## src/rtl/score_pkg.sv

```systemverilog
// Shared types and seven-segment constants for the score display block.
// Segment bytes are active-low, bit order {dp,g,f,e,d,c,b,a}, dp always off.
package score_pkg;

  typedef enum logic [1:0] {
    IDLE,
    CONV,
    SHOW
  } state_t;

  localparam logic [7:0] SEG_BLANK = 8'hFF;
  localparam logic [7:0] SEG_DASH  = 8'hBF;
  localparam logic [7:0] SEG_H     = 8'h89;

  localparam logic [7:0] SEG_DIGIT [0:9] = '{
    8'hC0, 8'hF9, 8'hA4, 8'hB0, 8'h99,
    8'h92, 8'h82, 8'hF8, 8'h80, 8'h90
  };

endpackage

```

## src/rtl/score_display_seg7_enc.sv

```systemverilog
// BCD digit to active-low seven-segment encoder with a blanking input.
// Non-decimal codes render as blank.
module seg7_enc
  import score_pkg::*;
(
  input  logic [3:0] bcd,
  input  logic       blank,
  output logic [7:0] seg
);

  // Table lookup, blank wins over the digit value
  always_comb begin
    seg = SEG_BLANK;
    if (!blank && (bcd <= 4'd9)) begin
      seg = SEG_DIGIT[bcd];
    end
  end

endmodule

```

## src/rtl/score_display.sv

```systemverilog
// Reaction-time result display: accepts results or high-score requests over
// valid/ready, tracks the lowest time, converts to BCD with an iterative
// shift-add-3 sequencer and drives HEX0..HEX5 plus a new-record flag.
// Optional build macro SCORE_LZ_BLANK_EN blanks leading-zero digits.
module score_display
  import score_pkg::*;
#(
  parameter int WIDTH  = 11,
  parameter int DIGITS = 4
) (
  input  logic             MAX10_CLK1_50,
  input  logic             reset,
  input  logic             in_valid,
  output logic             in_ready,
  input  logic [WIDTH-1:0] in_time,
  input  logic             in_hs_req,
  output logic [7:0]       HEX0,
  output logic [7:0]       HEX1,
  output logic [7:0]       HEX2,
  output logic [7:0]       HEX3,
  output logic [7:0]       HEX4,
  output logic [7:0]       HEX5,
  output logic             new_record,
  output logic             busy
);

  localparam int SR_W  = 4 * DIGITS + WIDTH;
  localparam int CNT_W = $clog2(WIDTH + 1);

  // The BCD field must be able to hold the largest binary value
  if (64'(10) ** DIGITS <= (64'(1) << WIDTH) - 64'd1) begin : g_digits_too_few
    $error("score_display: DIGITS too small for WIDTH");
  end

  state_t            state;
  logic [SR_W-1:0]   sr;
  logic [CNT_W-1:0]  cnt;
  logic [WIDTH-1:0]  hiscore;
  logic              hs_valid;
  logic              hs_disp;
  logic              dash;
  logic              rdy;
  logic              busy_q;
  logic              nrec;
  logic [7:0]        hex_q [0:5];

  logic [3:0]        digit   [DIGITS];
  logic [7:0]        seg     [DIGITS];
  logic [DIGITS-1:0] blank_d;

  // One double-dabble step: correct every nibble >= 5, then shift left
  function automatic logic [SR_W-1:0] shift_add3(input logic [SR_W-1:0] v);
    logic [SR_W-1:0] r;
    r = v;
    for (int i = 0; i < DIGITS; i++) begin
      if (r[WIDTH + 4*i +: 4] >= 4'd5) begin
        r[WIDTH + 4*i +: 4] = r[WIDTH + 4*i +: 4] + 4'd3;
      end
    end
    return r << 1;
  endfunction

  // Slice the BCD field of the shift register into digits
  always_comb begin
    for (int i = 0; i < DIGITS; i++) begin
      digit[i] = sr[WIDTH + 4*i +: 4];
    end
  end

`ifdef SCORE_LZ_BLANK_EN
  logic lz_run;

  // Blank every zero digit above the most significant non-zero one; units always shown
  always_comb begin
    blank_d = '0;
    lz_run  = 1'b1;
    for (int i = DIGITS - 1; i > 0; i--) begin
      lz_run     = lz_run && (digit[i] == 4'd0);
      blank_d[i] = lz_run;
    end
  end
`else
  assign blank_d = '0;
`endif

  for (genvar g = 0; g < DIGITS; g++) begin : g_enc
    seg7_enc u_enc (
      .bcd   (digit[g]),
      .blank (blank_d[g]),
      .seg   (seg[g])
    );
  end

  // Handshake, high-score tracking, conversion sequencing and display load
  always_ff @(posedge MAX10_CLK1_50) begin
    if (reset) begin
      state    <= IDLE;
      rdy      <= 1'b0;
      busy_q   <= 1'b0;
      nrec     <= 1'b0;
      hiscore  <= '1;
      hs_valid <= 1'b0;
      hs_disp  <= 1'b0;
      dash     <= 1'b0;
      cnt      <= '0;
      for (int i = 0; i < 6; i++) begin
        hex_q[i] <= SEG_BLANK;
      end
    end else begin
      case (state)
        IDLE, SHOW: begin
          rdy    <= 1'b1;
          busy_q <= 1'b0;
          if (rdy && in_valid) begin
            rdy     <= 1'b0;
            busy_q  <= 1'b1;
            state   <= CONV;
            cnt     <= '0;
            hs_disp <= in_hs_req;
            dash    <= 1'b0;
            if (in_hs_req) begin
              sr   <= {{(4*DIGITS){1'b0}}, hiscore};
              dash <= !hs_valid;
            end else begin
              sr <= {{(4*DIGITS){1'b0}}, in_time};
              if (!hs_valid || (in_time < hiscore)) begin
                hiscore  <= in_time;
                hs_valid <= 1'b1;
                nrec     <= 1'b1;
              end else begin
                nrec <= 1'b0;
              end
            end
          end
        end
        CONV: begin
          if (dash || (cnt == CNT_W'(WIDTH))) begin
            for (int i = 0; i < 6; i++) begin
              hex_q[i] <= SEG_BLANK;
            end
            for (int i = 0; i < DIGITS; i++) begin
              hex_q[i] <= dash ? SEG_DASH : seg[i];
            end
            hex_q[5] <= hs_disp ? SEG_H : SEG_BLANK;
            state    <= SHOW;
            rdy      <= 1'b1;
            busy_q   <= 1'b0;
          end else begin
            sr  <= shift_add3(sr);
            cnt <= cnt + 1'b1;
          end
        end
        default: state <= IDLE;
      endcase
    end
  end

  assign in_ready   = rdy;
  assign busy       = busy_q;
  assign new_record = nrec;
  assign HEX0       = hex_q[0];
  assign HEX1       = hex_q[1];
  assign HEX2       = hex_q[2];
  assign HEX3       = hex_q[3];
  assign HEX4       = hex_q[4];
  assign HEX5       = hex_q[5];

endmodule
```

## config.mk

```make
export PLATFORM = sky130hd
export DESIGN_NAME = score_display
export DESIGN_NICKNAME = d
export VERILOG_FILES = /design/src/rtl/score_pkg.sv /design/src/rtl/score_display_seg7_enc.sv /design/src/rtl/score_display.sv
export SDC_FILE = /design/constraint.sdc
export NUM_CORES = 1
export LEC_CHECK = 0
export CAP_MARGIN = 20
export CORE_MARGIN = 2
export CORE_UTILIZATION = 35
export CTS_CLUSTER_SIZE = 30
export DETAILED_ROUTE_END_ITERATION = 8
export DONT_BUFFER_PORTS = 1
export PLACE_DENSITY = 0.54
export SKIP_LAST_GASP = 1
export SLEW_MARGIN = 10
export SYNTH_ARGS = -nofsm -noshare
export SYNTH_HDL_FRONTEND = slang
export SYNTH_SLANG_ARGS = --single-unit
```

## constraint.sdc

```tcl
create_clock -name MAX10_CLK1_50 -period 3.07 [get_ports MAX10_CLK1_50]
set_input_delay 0 -clock MAX10_CLK1_50 [delete_from_list [all_inputs] [get_ports MAX10_CLK1_50]]
set_output_delay 0 -clock MAX10_CLK1_50 [all_outputs]
set_load 0.02 [all_outputs]
```

# Word-level counts from Yosys, hierarchy flattened
# Memories as Yosys holds them, arrays and structs flattened.
# Index checks and enable logic that the tools add are counted.
dict set report classes {
  add_sub_neg 5
  n_mul 0
  div_mod_pow 0
  order_cmp 13
  eq_ne 6
  shifts 0
  n_mux 56
  bitwise 17
  reduce_logical 14
}
# cell count
set ops {}
lappend ops {{8-bit two-way mux} 27}
lappend ops {{27-bit two-way mux} 2}
lappend ops {{27-bit case mux with 2 select lines} 1}
lappend ops {{5-bit >= comparator, second input constant} 4}
lappend ops {{4-bit two-way mux} 5}
lappend ops {{4-bit NOT with 5-bit output} 4}
lappend ops {{4-bit by 3-bit >= comparator with 1-bit output, second input constant} 4}
lappend ops {{4-bit less-or-equal comparator, second input constant} 4}
lappend ops {{4-bit by 2-bit adder with 4-bit output, second input constant} 3}
lappend ops {{1-bit two-way mux} 12}
lappend ops {{11-bit less-than comparator} 1}
lappend ops {{11-bit two-way mux} 1}
lappend ops {{1-bit OR} 11}
lappend ops {{4-bit case mux with 2 select lines} 1}
lappend ops {{4-bit AND reduction} 2}
lappend ops {{7-bit two-way mux} 1}
lappend ops {{2-bit != test, second input constant} 3}
lappend ops {{2-bit AND reduction} 3}
lappend ops {{3-bit AND reduction} 2}
lappend ops {{4-bit by 1-bit adder with 4-bit output, second input constant} 1}
lappend ops {{4-bit equality test, second input constant} 1}
lappend ops {{2-bit two-way mux} 2}
lappend ops {{1-bit case mux with 2 select lines} 2}
lappend ops {{2-bit case mux with 2 select lines} 1}
lappend ops {{11 further kinds} 13}
dict set report word_totals {
  register_bits 50
  latch_bits 0
  mem_bits_rw 48
  mem_bits_ro 512
  inputBits 15
  output_inout_bits 51
  word_cells 126
  n_memories 5
}
# name depth width read_ports rd_clocked_by_memory_dff write_ports line
set mem_list {}
lappend mem_list {{(no name shown)} 16 8 1 0 0 score_display_seg7_enc.sv:15} ;# seg = SEG_DIGIT[bcd];
lappend mem_list {{(no name shown)} 16 8 1 0 0 score_display_seg7_enc.sv:15}
lappend mem_list {{(no name shown)} 16 8 1 0 0 score_display_seg7_enc.sv:15}
lappend mem_list {{(no name shown)} 16 8 1 0 0 score_display_seg7_enc.sv:15}
lappend mem_list {hex_q 6 8 6 0 6 score_display.sv:45} ;# logic [7:0] hex_q [0:5];

# Depth between registers and ports, before layout
# Gate-level depths: netlist (run 1).
dict set report logic_depth {
  word_depth 8
  mapped_depth 8
  depth_no_buf 7
}

# Hierarchy
# A second synthesis (run 1) with hierarchy kept.
dict set report hier_totals {
  cells_unflattened 490
  hier_area_um2 4894.7
}
# mod n_inst cells_each area_per_inst_um2 seq_area_each_um2
set modules_own_cells {}
lappend modules_own_cells {score_display 1 366 4008.8 2262.2}
lappend modules_own_cells {seg7_enc 4 31 221.5 0.0}

# Least setup slack after synthesis (run 1)
# OpenSTA, ideal clock, no wires.
dict set report synth_timing {
  path_kind {reg2reg}
  from {reg cnt[0]}
  to {reg sr[0] (enable)}
  setup_ns 0.411
  t_arrival_ns 2.223
  required_time_ns 2.659
  slack_ns 0.436
  path_stages_with_launch 6
  path_buffers 0
  synth_period_minus_slack_ns 2.634
  path_cell_list {dfxtp_1 ha_1 and3b_1 nor3_1 nor2b_1 nor2_1}
}
dict set report synth_between {
  elab_chain_len 4
}
# element line
set synth_rtl {}
lappend synth_rtl {{start, declared} score_display.sv:37} ;# logic [CNT_W-1:0] cnt;
lappend synth_rtl {{start signal, assigned} score_display.sv:150} ;# cnt <= cnt + 1'b1;
lappend synth_rtl {{4-bit equality test} score_display.sv:137} ;# if (dash || (cnt == CNT_W'(WIDTH))) begin
lappend synth_rtl {{1-bit logical OR} score_display.sv:137}
lappend synth_rtl {{2-bit != test (no source line)} n/a}
lappend synth_rtl {{4-bit AND reduction (no source line)} n/a}
lappend synth_rtl {{end signal, assigned} score_display.sv:122} ;# sr <= {{(4*DIGITS){1'b0}}, hiscore};
lappend synth_rtl {{end signal, assigned} score_display.sv:125} ;# sr <= {{(4*DIGITS){1'b0}}, in_time};
lappend synth_rtl {{end signal, assigned} score_display.sv:149} ;# sr <= shift_add3(sr);
lappend synth_rtl {{end, declared} score_display.sv:36} ;# logic [SR_W-1:0] sr;
# No other way between the ends.
# A chain may end at the register's enable or synchronous reset.

# Worst setup path after layout (run 1)
dict set report layout_timing {
  from {reg state[0]}
  to {reg sr[13] (enable)}
}
dict set report layout_between {
  elab_chain_len 4
  word_cells_on_any_way 8
  cone_classes {eq/ne: 4; reduce/logical: 4}
}
# element line
set layout_rtl {}
lappend layout_rtl {{start, declared} score_display.sv:35} ;# state_t state;
lappend layout_rtl {{start signal, assigned} score_display.sv:97} ;# state <= IDLE;
lappend layout_rtl {{start signal, assigned} score_display.sv:117} ;# state <= CONV;
lappend layout_rtl {{start signal, assigned} score_display.sv:145} ;# state <= SHOW;
lappend layout_rtl {{2-bit equality test / 2-bit zero test (equally long branches)} score_display.sv:110} ;# case (state)
lappend layout_rtl {{2-bit OR reduction} score_display.sv:110}
lappend layout_rtl {{2-bit != test (no source line) / 2-bit nonzero test (equally long branches)} n/a}
lappend layout_rtl {{4-bit AND reduction (no source line) (*)} n/a}
# Every way passes the cells marked *; elsewhere a longest branch is shown, timed or not.

==> results of run 1 <==
[how the worst max path moves through the flow]
| stage | cells past startpoint | to | startpoint | slack (ns) |
|---|---|---|---|---|
| 2_1_floorplan | 5 | sr[0]$_SDFFCE_PP0P_ | cnt[0]$_SDFFE_PP0P_ | 0.44 |
| 3_3_place_gp | 5 | sr[26]$_SDFFCE_PN0P_ | state[0]$_SDFFE_PP0P_ | 1.05 |
| 3_5_place_dp | 5 | sr[26]$_SDFFCE_PN0P_ | state[0]$_SDFFE_PP0P_ | 0.98 |
| 4_1_cts | 5 | sr[13]$_SDFFCE_PN0P_ | state[0]$_SDFFE_PP0P_ | 0.95 |
| 5_1_grt | 5 | sr[13]$_SDFFCE_PN0P_ | state[0]$_SDFFE_PP0P_ | 0.75 |
| 6_report | 5 | sr[13]$_SDFFCE_PN0P_ | state[0]$_SDFFE_PP0P_ | 0.99 |
[stage by stage]
| step | util [%] | area, um2 |
|---|---|---|
| floorplan | - | 4390 |
| global placement | 36.5 | 4410 |
| detailed placement | 36.5 | 4410 |
| CTS | 40.1 | 4830 |
| global route | 40.1 | 4830 |
| finish | 40.1 | 4830 |
[cell usage after synthesis, types with 2 or more instances]
| master | n |
|---|---|
| inv_1 | 24 |
| buf_1 | 4 |
| xor2_1 | 5 |
| nand2_1 | 41 |
| a211oi_1 | 4 |
| o21a_1 | 3 |
| clkbuf_1 | 10 |
| nor2b_1 | 4 |
| buf_2 | 4 |
| nor3_1 | 5 |
| a21o_1 | 2 |
| a21oi_1 | 30 |
| xnor2_1 | 5 |
| nand4_1 | 3 |
| o21ai_0 | 11 |
| and2_1 | 5 |
| ha_1 | 31 |
| nor2_1 | 57 |
| buf_4 | 19 |
| mux2i_1 | 25 |
| nand3_1 | 2 |
| dfxtp_1 | 23 |
| o21ai_1 | 30 |
| o211ai_1 | 4 |
| nand2b_1 | 11 |
| edfxtp_1 | 56 |
[area by class of cell]
type | count | area, um2
fillers | 1188 | 7230
inverters | 25 | 93.8
multi-input cells | 305 | 1930
clock buffers | 10 | 229
repair buffers | 20 | 200
clock inverters | 6 | 27.5
flip-flops and latches | 79 | 2140
well taps | 168 | 210
[sequential cells by signal, summed over array words and instances, names as in the netlist, 2 cells and up]
signal   flops
hex_q       29
sr          27
hiscore     11
cnt          4
state        2
[layer usage]
metal | up-vias | share of wire [%] | track usage [%]
met5 | - | 0 | 0
met4 | 0 | 2.3 | 6.02
met3 | 12 | 3.9 | 3.95
met2 | 56 | 47 | 20.6
met1 | 1243 | 47 | 15.4
li1 | 1469 | - | -
[cells by family after synthesis]
family          count (synthesis)  share of synthesized area, %
compound gates                 89                          12.1
buf+inv                        63                          7.39
other cells                     1                        0.0865
simple gates                  135                          14.3
mux                            25                          5.77
xor+xnor                       10                          2.02
fa+ha+maj                      31                          8.94
flops                          79                          49.4
[critical path, cell delays in order, from the launching register on]
cell and delay [ns]:
dfxtp_1 0.39, nand2b_1 0.42, nor3_1 0.45, nor2b_1 0.15
nor2_2 0.12, buf_4 0.23
[power by group]
group          total (uW)  switching [uW]  internal, uW
logic                 276             166           110
clock network         925             391           534
registers            1230            46.3          1190
total                2440             603          1830
==> metrics.md, run 1 <==
| Metric | Value |
|---|---|
| Outcome | `finished, final reports clean` |
| CP startpoint kind | `flop` |
| Slew @ Worst Pin | `0.922 ns` |
| EDFF count, synth | `56` |
| Post-route ant nets | `0` |
| Yosys reg bits | `79` |
| RD Place Congestion | `0.785` |
| Placed cell count | `581` |
| Total negative slack | `0 ns` |
| Global-route wire length before repair | `12.9 mm` |
| PwrDens | `504 nW/um2` |
| Minimum clock period | `2.08 ns` |
| Clk root buf | `clkbuf_16` |
| Final Cycle Share | `67.9%` |
| Hold Crit Start | `reset` |
| Vias | `2,780` |
| Min-Delay Path Class | `in -> reg` |
| Flop2flop setup slack | `0.99 ns` |
| Post-synth top area share | `38.8%` |
| Fmax | `480 MHz` |
| Static Leak | `0.00188 uW` |
| GR Util All Layers | `12.7%` |
| Core area | `12,100 um2` |
| CTS clk-pin slew, worst paths | `0.05 ns` |
| Clock skew | `0.00617 ns` |
| CTS H-tree lvls | `3` |
| Max_slew headroom | `38.3%` |
| Worst Reg-to-Reg Cells | `5` |
| Total power | `2440 uW` |
| Layout cell share with drive strength beyond 1 | `5.62%` |
| CP Class | `reg -> reg` |
| Max VDD drop | `0.261 mV` |
| Worst hold slack | `0.0515 ns` |
| Clk buf depth | `2` |
| Initial antenna violation count | `0` |
| Worst Path Arrival | `2.12 ns` |
| Hold Vio Cnt, Final | `0` |
| N_diodes | `0` |
| Die area | `13,300 um2` |
| Die Wd | `115 um` |
| Drt pass-1 iters | `4` |
| Clk_lat worst skew | `0.34 ns` |
| Final setup viols | `0` |
| Area Overhead vs Synth | `11.4%` |
| Avg Vias per Cell | `4.54` |
| Yosys top cell by area | `edfxtp_1` |
| Async set-reset flop share out of synthesis | `0%` |
| Library cells used by synthesis | `41` |
| Max-slew violations | `0` |
| Vias in the first global route | `2,714` |
| # IOs | `66` |
| Finished Layout Cells | `613` |
| Worst hold endpoint | `sr[1]$_DFFE_PP_` |
| WL per Instance | `12.7 um` |
| Detailed Route WL | `7.76 mm` |
| Dpl hpwl | `5.29 mm` |
| Drt initial violations | `69` |
| Num CTS Buffers | `9` |
| Most frequent cells in the layout | `nor2_1, edfxtp_1, nand2_1` |
| Number of port buffers | `0` |
| Crit-path max FO | `17` |
| Top FF cell, synth | `edfxtp_1` |
| Setup ws final | `0.987 ns` |
| Register area share after synthesis | `49.4%` |
| Total grt overflow | `0` |
| Setup Fix Bufs, Post-CTS | `0` |
| Max cap viols | `0` |
| Fin nets | `486` |
| CTS tree | `built` |
| Synth Warn # | `0` |
| Terminus of the critical flop-to-flop path | `sr[13]$_SDFFCE_PN0P_` |
| FP Rows | `40` |
| Worst setup EP type | `flop` |
| DRC viols | `0` |
| Synth top area cells | `edfxtp_1, dfxtp_1, ha_1` |
| Place WS | `0.982 ns` |
| Sink Count | `79` |
| Hold bufs inserted after CTS | `16` |
| Die Y | `115 um` |
| Worst EP required | `3.10 ns` |
| Mapped Cells | `433` |
| CTS resizes | `0` |
| Hold path cells | `2` |
| Largest net degree at the start of global routing | `33` |
| Mapped Area | `4340 um2` |
| Initial Util | `36.0%` |
| Mean Syn Cell Area | `10.0 um2` |
| RSZ-0062 raised after global routing | `no` |
| Worst r2r src | `state[0]$_SDFFE_PP0P_` |
Power figures use the tool's default switching activity.
==> inputs of run 2 (changes only) <==
==> constraint.sdc (replaced) <==
create_clock -name MAX10_CLK1_50 -period 2.05 [get_ports MAX10_CLK1_50]
set_input_delay 0 -clock MAX10_CLK1_50 [delete_from_list [all_inputs] [get_ports MAX10_CLK1_50]]
set_output_delay 0 -clock MAX10_CLK1_50 [all_outputs]
set_load 0.02 [all_outputs]
==> metrics.md, run 2 (synthesis gave the netlist of run 1 again) <==
| Metric | Value |
|---|---|
| Place WS | `0.142 ns (-0.840 ns)` |
| Initial Util | `36.0% (unchanged)` |
| Clk pwr share | `42.1% (+4.1 points)` |
| Worst setup EP type | `flop` |
| Most frequent cells in the layout | `nor2_1, edfxtp_1, nand2_1` |
| Hold Crit Start | `reset` |
| Die area | `13,300 um2 (unchanged)` |
| CP startpoint kind | `flop` |
| Min-Delay Path Class | `in -> reg` |
| Reg with most FFs | `hex_q` |
| # IOs | `66 (unchanged)` |
| Setup Fix Bufs, Post-CTS | `0 (unchanged)` |
| Layout cell share with drive strength beyond 1 | `7.76% (+2.1 points)` |
| Drt pass-1 iters | `4 (unchanged)` |
| Drt initial violations | `65 (-5.8%)` |
| Avg Vias per Cell | `4.54 (+0.21%)` |
| Max-slew violations | `0 (unchanged)` |
| N_diodes | `0 (unchanged)` |
| Seq pwr share | `46.7% (-4.0 points)` |
| Die Wd | `115 um (unchanged)` |
| Cell mode on critical path | `nand4_1` |
| PwrDens | `793 nW/um2 (+57%)` |
| Static Leak | `0.00195 uW (+3.5%)` |
| Sw Ratio | `23.4% (-1.4 points)` |
| Crit-path max FO | `11 (-6)` |
| Worst hold endpoint | `sr[21]$_SDFFCE_PN0P_` |
| Max cap viols | `0 (unchanged)` |
| Total negative slack | `0 ns (unchanged)` |
| Max_slew headroom | `45.4% (+7.1 points)` |
| RSZ-0062 raised after global routing | `no` |
| GR Util All Layers | `12.6% (-0.14 points)` |
| Dpl hpwl | `5.36 mm (+1.2%)` |
| Fin nets | `492 (+1.2%)` |
| Minimum clock period | `1.86 ns (-0.227 ns)` |
| Worst Reg-to-Reg Cells | `8 (+3)` |
| Sink Count | `79 (unchanged)` |
| Number of port buffers | `0 (unchanged)` |
| Outcome | `finished, final reports clean` |
| Hold path cells | `2 (unchanged)` |
| Total grt overflow | `0 (unchanged)` |
| Setup ws final | `0.193 ns (-0.793 ns)` |
| Final setup viols | `0 (unchanged)` |
| Largest net degree at the start of global routing | `33 (unchanged)` |
| Hold Vio Cnt, Final | `0 (unchanged)` |
| Slew @ Worst Pin | `0.816 ns (-0.106 ns)` |
| Post-route ant nets | `0 (unchanged)` |
| Area Overhead vs Synth | `14.8%` |
| Fmax | `539 MHz (+12%)` |
| Clock skew | `0.00645 ns (+0.000277 ns)` |
| Psw | `924 uW (+53%)` |
| CTS H-tree lvls | `3 (unchanged)` |
| CP Class | `reg -> reg` |
| Core area | `12,100 um2 (unchanged)` |
| Num CTS Buffers | `9 (unchanged)` |
| Terminus of the critical flop-to-flop path | `hiscore[9]$_SDFFE_PP1P_` |
| Detailed Route WL | `7.62 mm (-1.8%)` |
| CTS tree | `built` |
| WL per Instance | `12.3 um (-2.8%)` |
| RD Place Congestion | `0.795 (+1.2%)` |
| Global-route wire length before repair | `13.1 mm (+1.1%)` |
| Worst Path Arrival | `2.12 ns (about the same)` |
| DRC viols | `0 (unchanged)` |
| Worst hold slack | `0.0401 ns (-0.0114 ns)` |
| Vias in the first global route | `2,827 (+4.2%)` |
| Vias | `2,813 (+1.2%)` |
| Slowest CP cell | `dfxtp_1` |
| Flop2flop setup slack | `0.19 ns (-0.79 ns)` |
| Worst EP required | `2.31 ns (-0.79 ns)` |
| Initial antenna violation count | `0 (unchanged)` |
| Clk root buf | `clkbuf_16` |
| Max VDD drop | `0.462 mV (+77%)` |
| Clk buf depth | `2 (unchanged)` |
| CTS clk-pin slew, worst paths | `0.06 ns (about the same)` |
| Worst r2r src | `hiscore[10]$_SDFFE_PP1P_` |
| Clk_lat worst skew | `0.33 ns (about the same)` |
| Die Y | `115 um (unchanged)` |
| Crit-path cells | `inv_1, ha_1, nand4_1, nor2_1, nand4_1, a31oi_4, buf_12, mux2i_1` |
| Max reg flops | `29 (unchanged)` |
| Gate power share | `11.2% (about the same)` |
| CP peak stage delay | `0.35 ns (-0.10 ns)` |
| FP Rows | `40 (unchanged)` |
| Internal power contribution | `3020 uW (+65%)` |
| Top flop regs | `hex_q x29, sr x27, hiscore x11` |
| Final Cycle Share | `90.6% (+23 points)` |
## run 2: changes by cell type in the layout (fill, tap and decap cells not counted), sizes merged
cell      delta
buf          +6
bufinv       +2
clkinv       -3
clkinvlp     +1
## run 2: timing repair
action | in CTS | in global routing
endpoints found under the hold margin | 39 | 0
endpoints found under the setup margin | 0 | 2
gates resized for setup | 0 | 1
hold buffers | 15 | 0
## run 2: critical path, delay by kind of cell, from the launching register on
family,cells,cell delay [ns]
and+or+nand+nor,3,0.47
DFF,1,0.35
adders and majority gates,1,0.31
AOI/OAI and AO/OA,1,0.23
buffers and inverters,2,0.23
muxes,1,0.20
## run 2: worst max path at each step
stage                             start                         to  slack, ns  cells past startpoint
2_1_floorplan       cnt[0]$_SDFFE_PP0P_  hex_q[0][0]$_SDFFCE_PP1P_       0.09                      4
3_3_place_gp        cnt[0]$_SDFFE_PP0P_  hex_q[3][4]$_SDFFCE_PP1P_       0.21                      6
3_5_place_dp        cnt[0]$_SDFFE_PP0P_  hex_q[2][4]$_SDFFCE_PP1P_       0.14                      6
4_1_cts             cnt[0]$_SDFFE_PP0P_  hex_q[2][4]$_SDFFCE_PP1P_       0.14                      6
5_1_grt        hiscore[10]$_SDFFE_PP1P_    hiscore[9]$_SDFFE_PP1P_       0.05                      8
6_report       hiscore[10]$_SDFFE_PP1P_    hiscore[9]$_SDFFE_PP1P_       0.19                      8
## run 2: area by class of cell
class	count	area, um2
clock inverters	6	85.1
repair buffers	26	278
fillers	1212	7080
inverters	25	93.8
clock buffers	10	229
multi-input cells	305	1940
well taps	168	210
flip-flops and latches	79	2140
## run 2: metrics by stage
step | util [%] | cell area (um2) | std cells | total power [uW]
final | 41.3 | 4980 | 619 | 3950
after global routing | 41.3 | 4980 | 619 | 4120
after CTS | 41.0 | 4940 | 618 | 3990
after detailed placement | 37.1 | 4480 | 587 | 2270
after global placement | 37.1 | 4480 | 587 | 2260
after floorplan | - | 4400 | 447 | 2220
## run 2: routing by layer
layer / vias to the layer above / routed length (um) / track usage [%]
met5: - / 0 / 0
met3: 7 / 254 / 4.27
met1: 1276 / 3620 / 14.9
met4: 0 / 101 / 4.82
li1: 1476 / - / -
met2: 54 / 3650 / 21.1
## run 2: power groups by stage
stage          clock network (uW)  registers [uW]  logic, uW
6_report                     1660            1840        442
5_1_grt                      1770            1850        502
4_1_cts                      1710            1840        441
3_5_place_dp                    0            1880        395
2_1_floorplan                   0            1850        366
3_3_place_gp                    0            1870        389
==> inputs of run 3 (changes only) <==
--- a/config.mk
+++ b/config.mk
@@ -6,12 +6,13 @@
 export NUM_CORES = 1
 export LEC_CHECK = 0
 export CAP_MARGIN = 20
+export CORE_ASPECT_RATIO = 1.2
 export CORE_MARGIN = 2
 export CORE_UTILIZATION = 35
 export CTS_CLUSTER_SIZE = 30
 export DETAILED_ROUTE_END_ITERATION = 8
 export DONT_BUFFER_PORTS = 1
-export PLACE_DENSITY = 0.54
+export PLACE_DENSITY = 0.53
 export SKIP_LAST_GASP = 1
 export SLEW_MARGIN = 10
 export SYNTH_ARGS = -nofsm -noshare
==> metrics.md, run 3 (synthesis gave the netlist of run 1 again) <==
| Metric | Value |
|---|---|
| Outcome | `finished, final reports clean` |
| Drt initial violations | `109 (+68%)` |
| Max reg flops | `29 (unchanged)` |
| Setup Fix Bufs, Post-CTS | `0 (unchanged)` |
| Total grt overflow | `0 (unchanged)` |
| CTS tree | `built` |
| Sink Count | `79 (unchanged)` |
| Met3 Track Usage GR | `3.73% (-0.54 points)` |
| Worst EP required | `2.27 ns (-0.04 ns)` |
| Min-Delay Path Class | `in -> reg` |
| GR peak layer | `met2` |
| Max-slew violations | `0 (unchanged)` |
| Terminus of the critical flop-to-flop path | `state[1]$_SDFFE_PP0P_` |
| PwrDens | `769 nW/um2 (-3.0%)` |
| Num CTS Buffers | `9 (unchanged)` |
| Die area | `13,300 um2 (about the same)` |
| Final instance area | `4960 um2 (-0.28%)` |
| Total power | `3820 uW (-3.2%)` |
| FP Rows | `44 (+10%)` |
| DRC viols | `0 (unchanged)` |
| Internal power contribution | `2890 uW (-4.3%)` |
| Psw | `928 uW (+0.42%)` |
| Area Overhead vs Synth | `14.5%` |
| Slowest CP cell | `dlygate4sd3_1` |
| Top flop regs | `hex_q x29, sr x27, hiscore x11` |
| Clk_lat worst skew | `0.34 ns (about the same)` |
| RSZ-0062 raised after global routing | `no` |
| CP startpoint kind | `flop` |
| Global-route wire length before repair | `13.3 mm (+2.0%)` |
| Worst Path Arrival | `2.09 ns (-0.03 ns)` |
| Slew @ Worst Pin | `0.911 ns (+0.0946 ns)` |
| Hold Vio Cnt, Final | `0 (unchanged)` |
| CP peak stage delay | `0.56 ns (+0.21 ns)` |
| CTS H-tree lvls | `3 (unchanged)` |
| Vias | `2,861 (+1.7%)` |
| Top delay family on crit path | `buffers and inverters` |
| WL per Instance | `12.8 um (+3.7%)` |
| Max cap viols | `0 (unchanged)` |
| Avg Vias per Cell | `4.67 (+2.7%)` |
| Initial Util | `35.8% (-0.15 points)` |
| Final setup viols | `0 (unchanged)` |
| Reg with most FFs | `hex_q` |
| Grt met2 use | `21.6% (+0.50 points)` |
| Sw Ratio | `24.3% (+0.88 points)` |
| Drt pass-1 iters | `4 (unchanged)` |
| Dpl hpwl | `5.30 mm (-1.1%)` |
| Number of port buffers | `0 (unchanged)` |
| Initial antenna violation count | `0 (unchanged)` |
| Die Wd | `106 um (-8.4%)` |
| N_diodes | `0 (unchanged)` |
| Crit-path cells | `ha_1, and3b_1, o21ai_2, buf_4, a21oi_1, dlygate4sd3_1` |
| Met1 global-route usage | `14.9% (-0.030 points)` |
| Most frequent cells in the layout | `nor2_1, edfxtp_1, nand2_1` |
| Final Cycle Share | `91.2% (+0.60 points)` |
| CP Class | `reg -> reg` |
| Minimum clock period | `1.87 ns (+0.0124 ns)` |
| Worst r2r src | `cnt[0]$_SDFFE_PP0P_` |
| # IOs | `66 (unchanged)` |
| Worst setup EP type | `flop` |
| Max VDD drop | `0.365 mV (-21%)` |
| Post-route ant nets | `0 (unchanged)` |
| Vias in the first global route | `2,814 (-0.46%)` |
| Fmax | `535 MHz (-0.66%)` |
| Hold path cells | `2 (unchanged)` |
| Total negative slack | `0 ns (unchanged)` |
| Hold Crit Start | `reset` |
| Bufs and invs on worst path | `2 (unchanged)` |
| RD Place Congestion | `0.798 (+0.36%)` |
| Gate power share | `11.7% (+0.5 points)` |
| CTS clk-pin slew, worst paths | `0.06 ns (about the same)` |
| Flop2flop setup slack | `0.18 ns (about the same)` |
| Worst hold endpoint | `sr[1]$_DFFE_PP_` |
| Seq pwr share | `48.2% (+1.5 points)` |
| Clock skew | `0.00801 ns (+0.00156 ns)` |
| Clk buf depth | `2 (unchanged)` |
| Largest net degree at the start of global routing | `32 (-3.0%)` |
| Placed cell areas | `4480 um2 (about the same)` |
| Clk pwr share | `40.1% (-2.0 points)` |
| Clk root buf | `clkbuf_16` |
| GR Util All Layers | `12.7% (+0.11 points)` |
| Crit-path max FO | `5 (-6)` |
| Static Leak | `0.00195 uW (about the same)` |
| Fin nets | `493 (+0.20%)` |
| Max_slew headroom | `39.1% (-6.3 points)` |
| Detailed Route WL | `7.83 mm (+2.7%)` |
| Layout cell share with drive strength beyond 1 | `7.30% (-0.46 points)` |
| Die Y | `126 um (+9.2%)` |
| Core area | `12,100 um2 (+0.41%)` |
| Worst Reg-to-Reg Cells | `6 (-2)` |
[run 3: changes by cell type in the layout (fill, tap and decap cells not counted), sizes merged]
cell | before | now
clkinv | 2 | 1
bufinv | 2 | 0
inv | 25 | 26
dlygate4sd3 | 15 | 16
clkinvlp | 2 | 0
clkbuf | 10 | 14
[run 3: worst register-to-register path: stages (launching register included)]
cell           delay, ns
dfxtp_1             0.33
ha_1                0.21
and3b_1             0.22
o21ai_2             0.19
buf_4               0.17
a21oi_1             0.07
dlygate4sd3_1       0.56
[run 3: layout make-up]
class	count	area, um2
clock buffers	14	275
clock inverters	2	11.3
fillers	1216	7150
inverters	25	93.8
multi-input cells	305	1940
flip-flops and latches	79	2140
well taps	161	201
repair buffers	27	300
[run 3: worst max path at each step]
stage	startpoint	end	depth (start not counted)
3_3_place_gp	cnt[0]$_SDFFE_PP0P_	hex_q[2][4]$_SDFFCE_PP1P_	6
3_5_place_dp	cnt[0]$_SDFFE_PP0P_	hex_q[2][4]$_SDFFCE_PP1P_	6
5_1_grt	sr[11]$_SDFFCE_PN0P_	sr[13]$_SDFFCE_PN0P_	6
4_1_cts	cnt[0]$_SDFFE_PP0P_	hex_q[2][4]$_SDFFCE_PP1P_	6
2_1_floorplan	cnt[0]$_SDFFE_PP0P_	hex_q[0][0]$_SDFFCE_PP1P_	4
6_report	cnt[0]$_SDFFE_PP0P_	state[1]$_SDFFE_PP0P_	6
[run 3: power groups by stage]
stage,sequential [uW],combinational (uW),clock [uW]
2_1_floorplan,1850,366,0
3_3_place_gp,1870,396,0
3_5_place_dp,1880,401,0
4_1_cts,1840,448,1570
5_1_grt,1850,511,1640
6_report,1840,448,1530
[run 3: routing by layer]
metal | routed length, um | up-vias | part of all wire [%]
met5 | 0 | - | 0
li1 | - | 1482 | -
met1 | 3490 | 1309 | 45
met3 | 275 | 11 | 3.5
met2 | 3930 | 59 | 50
met4 | 136 | 0 | 1.7
[run 3: through the flow]
step,setup slack (ns),hold WS [ns],util (%),std cells
after detailed placement,0.159,0.0779,37.0,580
after floorplan,0.0879,0.161,-,447
final,0.181,0.0302,41.0,613
after global routing,0.0317,0.0264,41.0,613
after CTS,0.0980,0.0227,40.7,612
after global placement,0.170,0.0744,37.0,580
[run 3: timing repair]
| action | 4_1_cts | 5_1_grt |
|---|---|---|
| gates resized for setup | 0 | 1 |
| setup endpoints to repair | 0 | 1 |
| endpoints found under the hold margin | 34 | 0 |
| hold buffers | 16 | 0 |
